$ cat src/rtl/btb_update_queue.sv
// btb_update_queue: collects resolved-branch updates from several resolve
// ports, drops not-taken ones, and serialises taken ones in age order onto
// the BTB's single write port (one write per cycle).

// Per-port acceptance slice: decides enqueue/drop for one resolve port and
// extends the running enqueue count used to compact writes into the queue.
module btb_uq_lane #(
    parameter int ENQ_W = 2
) (
    input  logic             val,
    input  logic             taken,
    input  logic             ready,
    input  logic [ENQ_W-1:0] pfx_in,
    output logic             enq,
    output logic             drop,
    output logic [ENQ_W-1:0] pfx_out
);

    assign enq     = val && ready && taken;
    assign drop    = val && ready && !taken;
    assign pfx_out = pfx_in + ENQ_W'(enq);

endmodule

module btb_update_queue #(
    parameter int RES_PORTS     = 2,
    parameter int DEPTH         = 4,
    parameter int CPU_ADDR_BITS = 32
) (
    input  logic                                    clk,
    input  logic                                    rst,
    input  logic [RES_PORTS-1:0]                    res_val,
    output logic                                    res_ready,
    input  logic [RES_PORTS-1:0][CPU_ADDR_BITS-1:0] res_pc,
    input  logic [RES_PORTS-1:0][CPU_ADDR_BITS-1:0] res_targ,
    input  logic [RES_PORTS-1:0][1:0]               res_type,
    input  logic [RES_PORTS-1:0]                    res_taken,
    input  logic                                    update_hold,
    output logic                                    update_val,
    output logic [CPU_ADDR_BITS-1:0]                update_pc,
    output logic [CPU_ADDR_BITS-1:0]                update_targ,
    output logic [1:0]                              update_type,
    output logic                                    update_taken,
    output logic [$clog2(DEPTH+1)-1:0]              q_count,
    output logic [15:0]                             drop_cnt
);

    localparam int PTR_W = $clog2(DEPTH);
    localparam int CNT_W = $clog2(DEPTH+1);
    localparam int ENQ_W = $clog2(RES_PORTS+1);

    typedef struct packed {
        logic [CPU_ADDR_BITS-1:0] pc;
        logic [CPU_ADDR_BITS-1:0] targ;
        logic [1:0]               typ;
    } entry_t;

    entry_t               mem [DEPTH];
    logic [PTR_W-1:0]     head, tail;
    logic [CNT_W-1:0]     count;

    logic [RES_PORTS-1:0] enq, drop;
    logic [ENQ_W-1:0]     pfx [RES_PORTS+1];
    logic [PTR_W-1:0]     waddr [RES_PORTS];
    logic [ENQ_W-1:0]     enq_num, drop_num;
    logic                 deq;
    logic [16:0]          drop_sum;

    // Ready looks only at registered occupancy, so a same-cycle drain never
    // feeds back into the resolve-side handshake.
    assign res_ready = (32'(count) + RES_PORTS) <= DEPTH;

    // Lower port index is older; the prefix chain gives each enqueueing port
    // its slot offset from tail so not-taken ports leave no holes.
    assign pfx[0] = '0;
    generate
        for (genvar i = 0; i < RES_PORTS; i++) begin : g_lane
            btb_uq_lane #(.ENQ_W(ENQ_W)) u_lane (
                .val     (res_val[i]),
                .taken   (res_taken[i]),
                .ready   (res_ready),
                .pfx_in  (pfx[i]),
                .enq     (enq[i]),
                .drop    (drop[i]),
                .pfx_out (pfx[i+1])
            );
            assign waddr[i] = tail + PTR_W'(pfx[i]);
        end
    endgenerate

    assign enq_num = pfx[RES_PORTS];

    // Number of not-taken resolutions filtered this cycle.
    always_comb begin
        drop_num = '0;
        for (int i = 0; i < RES_PORTS; i++)
            drop_num = drop_num + ENQ_W'(drop[i]);
    end

    // One extra bit catches a multi-port increment crossing the saturation point.
    assign drop_sum = {1'b0, drop_cnt} + 17'(drop_num);

    // Drain is gated combinationally by hold; data shows head regardless.
    assign deq          = (count != '0) && !update_hold;
    assign update_val   = deq;
    assign update_taken = deq;
    assign update_pc    = mem[head].pc;
    assign update_targ  = mem[head].targ;
    assign update_type  = mem[head].typ;
    assign q_count      = count;

    // Pointer, occupancy and drop-counter state; reset discards queued entries.
    always_ff @(posedge clk) begin
        if (rst) begin
            head     <= '0;
            tail     <= '0;
            count    <= '0;
            drop_cnt <= '0;
        end else begin
            head     <= head + PTR_W'(deq);
            tail     <= tail + PTR_W'(enq_num);
            count    <= count + CNT_W'(enq_num) - CNT_W'(deq);
            drop_cnt <= drop_sum[16] ? 16'hFFFF : drop_sum[15:0];
        end
    end

    // Entry storage write: compacted slots starting at tail, not reset.
    always_ff @(posedge clk) begin
        for (int i = 0; i < RES_PORTS; i++) begin
            if (enq[i])
                mem[waddr[i]] <= '{pc: res_pc[i], targ: res_targ[i], typ: res_type[i]};
        end
    end

endmodule

$ cat config.mk
export PLATFORM = sky130hd
export DESIGN_NAME = btb_update_queue
export DESIGN_NICKNAME = d
export VERILOG_FILES = /design/src/rtl/btb_update_queue.sv
export SDC_FILE = /design/constraint.sdc
export NUM_CORES = 1
export LEC_CHECK = 0
export ABC_AREA = 1
export BUFFER_PORTS_ARGS = -buffer_cell sky130_fd_sc_hd__clkbuf_2
export CORE_MARGIN = 1.5
export CORE_UTILIZATION = 54
export DETAILED_ROUTE_END_ITERATION = 10
export GPL_TIMING_DRIVEN = 0
export PLACE_DENSITY = 0.89
export SLEW_MARGIN = 20
export SYNTH_ARGS = -nofsm -noshare
export SYNTH_HDL_FRONTEND = slang
export SYNTH_SLANG_ARGS = --single-unit
$ cat constraint.sdc
create_clock -name clk -period 16.32 [get_ports clk]
set_input_delay 3.264 -clock clk [delete_from_list [all_inputs] [get_ports clk]]
set_output_delay 3.264 -clock clk [all_outputs]
set_load 0.05 [all_outputs]
==> results.sh <==
export IMPL_postSynthRegisterBits=287
export IMPL_die_w_um=164.9
export IMPL_report_final_setup_viol=0
export IMPL_placer_congestion=0.8662
export IMPL_status="finished, final reports clean"
export IMPL_finClkSkew_ns=0.01597
export IMPL_timing_slew_headroom=0.4961
export IMPL_largest_driver_fanout_on_the_critical_path=4
export IMPL_floorplan_initialDensity=0.5460
export IMPL_grt_start_max_net_pins=22
export IMPL_grt_antenna_before_repair=0
export IMPL_yosys_cell_types_count=26
export IMPL_path_class="in2out"
export IMPL_unrepaired_setup_endpoints_after_global_routing="false"
export IMPL_core_region_area_sq_um=25910
export IMPL_startpoint_type="input port"
export IMPL_wire_length_of_the_first_global_routing_pass_um=63490
export IMPL_area_delta_synth_final_pct=20.58
export IMPL_timing_critical_path_required_ns=13.06
export IMPL_placedInstanceArea_sq_um=16130
export IMPL_design_die_area_sq_um=27180
export IMPL_final_common_cell="o21ai_0"
export IMPL_cts_post_setup_buffers_inserted=0
export IMPL_detail_route_wl_per_cell_um=19.73
export IMPL_cap_viol_max_count=0
export IMPL_synth_nets=1644
export IMPL_tritoncts_clock_tree="built"
export IMPL_cts_sinks=287
export IMPL_critical_path_arrival_ns=4.22
export IMPL_clkTransAtPathRegs_ns=0.06
export IMPL_die_h_um=164.9
export IMPL_drt_drc_violations_left=0
export IMPL_cts_hold_repair_buffers=0
export IMPL_clk_insertion_delay_late_ns=0.56
export IMPL_min_period_ns=7.485
export IMPL_worstSetupEndpointType="output pin"
export IMPL_worstMarginPinSlew_ns=0.7559
export IMPL_busiest_layer="met2"
export IMPL_final_cell_mix="o21ai_0, nand2_1, edfxtp_1"
export IMPL_seq_area_frac_synth=0.5929
export IMPL_syn_cell_area_sq_um=14150
export IMPL_global_route_usage_met1=0.3716
export IMPL_clockBufferDepth=3
export IMPL_leakagePower_nw=6.385
export IMPL_grt_overflow=0
export IMPL_post_syn_instances=1494
export IMPL_total_number_of_vias=12650
export IMPL_final_cell_area_sq_um=17060
export IMPL_drt_iter0_markers=1589
export IMPL_core_rowCount=59
export IMPL_cts_inserted_buffers=30
export IMPL_finalHoldViolations=0
export IMPL_worstHoldPathType="reg2reg"
export IMPL_hold_path_cell_count=4
export IMPL_grt_util_met3=0.06479
export IMPL_groute_usage_overall=0.3058
export IMPL_clockRootBuffer="clkbuf_16"
export IMPL_antenna_diode_count=0
export IMPL_post_route_period_util=0.4587
export IMPL_final_nets=1916
export IMPL_post_cts_resize_count=0
export IMPL_syn_area_per_cell_sq_um=9.469
export IMPL_gr_util_met2=0.5210
export IMPL_synth_warn=0
export IMPL_hpwl_um=28320
export IMPL_route_antenna_remaining_nets=0
export IMPL_ports_placed_on_the_boundary=227
export IMPL_max_clock_freq_mhz=133.6
export IMPL_drt_pre_antenna_iters=6
export IMPL_power_density_nw_per_um2=169.0
export IMPL_peakVddDrop_uv=121.5
export IMPL_timing_setup_tns_ns=0
export IMPL_route_final_wire_length_um=41880
export IMPL_vias_per_cell=5.960
export IMPL_cts_htree_levels=1
export IMPL_worst_r2r_path_depth=12
export IMPL_slew_limit_fails=0
export IMPL_portBuffers=226
export IMPL_drive_above_1_share=0.1907
export IMPL_first_global_vias=12510
power by group:
part	leakage (nW)	internal [mW]	switching [mW]	total, mW
Sequential	2.59	0.967	0.0370	1.00
Combinational	3.34	0.299	0.925	1.22
Clock	0.450	0.369	0.286	0.655
Total	6.38	1.63	1.25	2.88
worst max-delay path, cell delays in order:
cell	delay (ns)
clkbuf_2	0.08
a21oi_1	0.42
buf_4	0.20
clkbuf_2	0.26
cell families (layout without fill, tap and decap cells):
family,after synthesis,after routing,synth area share
simple gates,486,486,0.1350
fa+ha+maj,11,11,0.01079
compound gates,486,486,0.1780
buf+inv,214,508,0.07703
flops,287,287,0.5929
xor+xnor,10,10,0.006191
per-stage QoR:
| stage | hold slack (ns) | worst slack, ns | total power [mW] | utilization | instances |
|---|---|---|---|---|---|
| 2_1_floorplan | 0.6157 | 6.988 | 1.854 | - | 1494 |
| 3_3_place_gp | 0.5761 | 3.389 | 2.176 | 0.6058 | 2055 |
| 3_5_place_dp | 0.5980 | 8.870 | 2.228 | 0.6224 | 2069 |
| 4_1_cts | 0.6073 | 8.862 | 2.872 | 0.6584 | 2123 |
| 5_1_grt | 0.6532 | 8.812 | 2.984 | 0.6584 | 2123 |
| 6_report | 0.6165 | 8.835 | 2.883 | 0.6584 | 2123 |
routing by layer:
layer	vias up	routed length, um
li1	5723	-
met1	5801	14540
met2	973	20430
met3	157	5248
met4	0	1666
met5	-	0
registers in the layout (all words and copies together), names as in the netlist:
register  flops
mem         264
drop_cnt     16
q_count       3
head          2
tail          2
Yosys cell counts:
cell type	number	share of area
a21oi_1	12	0.0042
buf_2	10	0.0035
buf_4	5	0.0027
buf_6	28	0.022
buf_8	4	0.0042
clkbuf_1	54	0.014
clkinv_1	1	0.00027
dfxtp_1	23	0.033
edfxtp_1	264	0.56
fa_1	2	0.0028
ha_1	9	0.0080
inv_1	112	0.030
nand2_1	301	0.080
nand3_1	23	0.0081
nand3_4	1	0.0012
nand3b_1	1	0.00053
nand4_1	3	0.0013
nor2_1	152	0.040
nor2_4	4	0.0032
o21ai_0	385	0.14
o21ai_1	22	0.0078
o21ai_2	1	0.00062
o22ai_1	66	0.029
or2_1	1	0.00044
xnor2_1	5	0.0031
xor2_1	5	0.0031
area by class of cell:
type	instances	area, sq um
Clock buffer	36	773.2
Buffer	101	665.6
Tap cell	335	419.2
Inverter	113	424.2
Multi-Input combinational cell	993	4715
Sequential cell	287	8388
Clock inverter	18	157.7
Fill cell	1950	8852
Timing Repair Buffer	240	1516
worst paths after layout:
check,to,slack [ns],start
worst min-delay path,drop_cnt[14],0.62,drop_cnt[14]
worst max-delay path,update_val,8.83,update_hold
worst min register to register,drop_cnt[14],0.62,drop_cnt[14]
worst max register to register,mem[3][10],12.94,q_count[1]
Note: power is estimated with default switching activity, not from simulation.
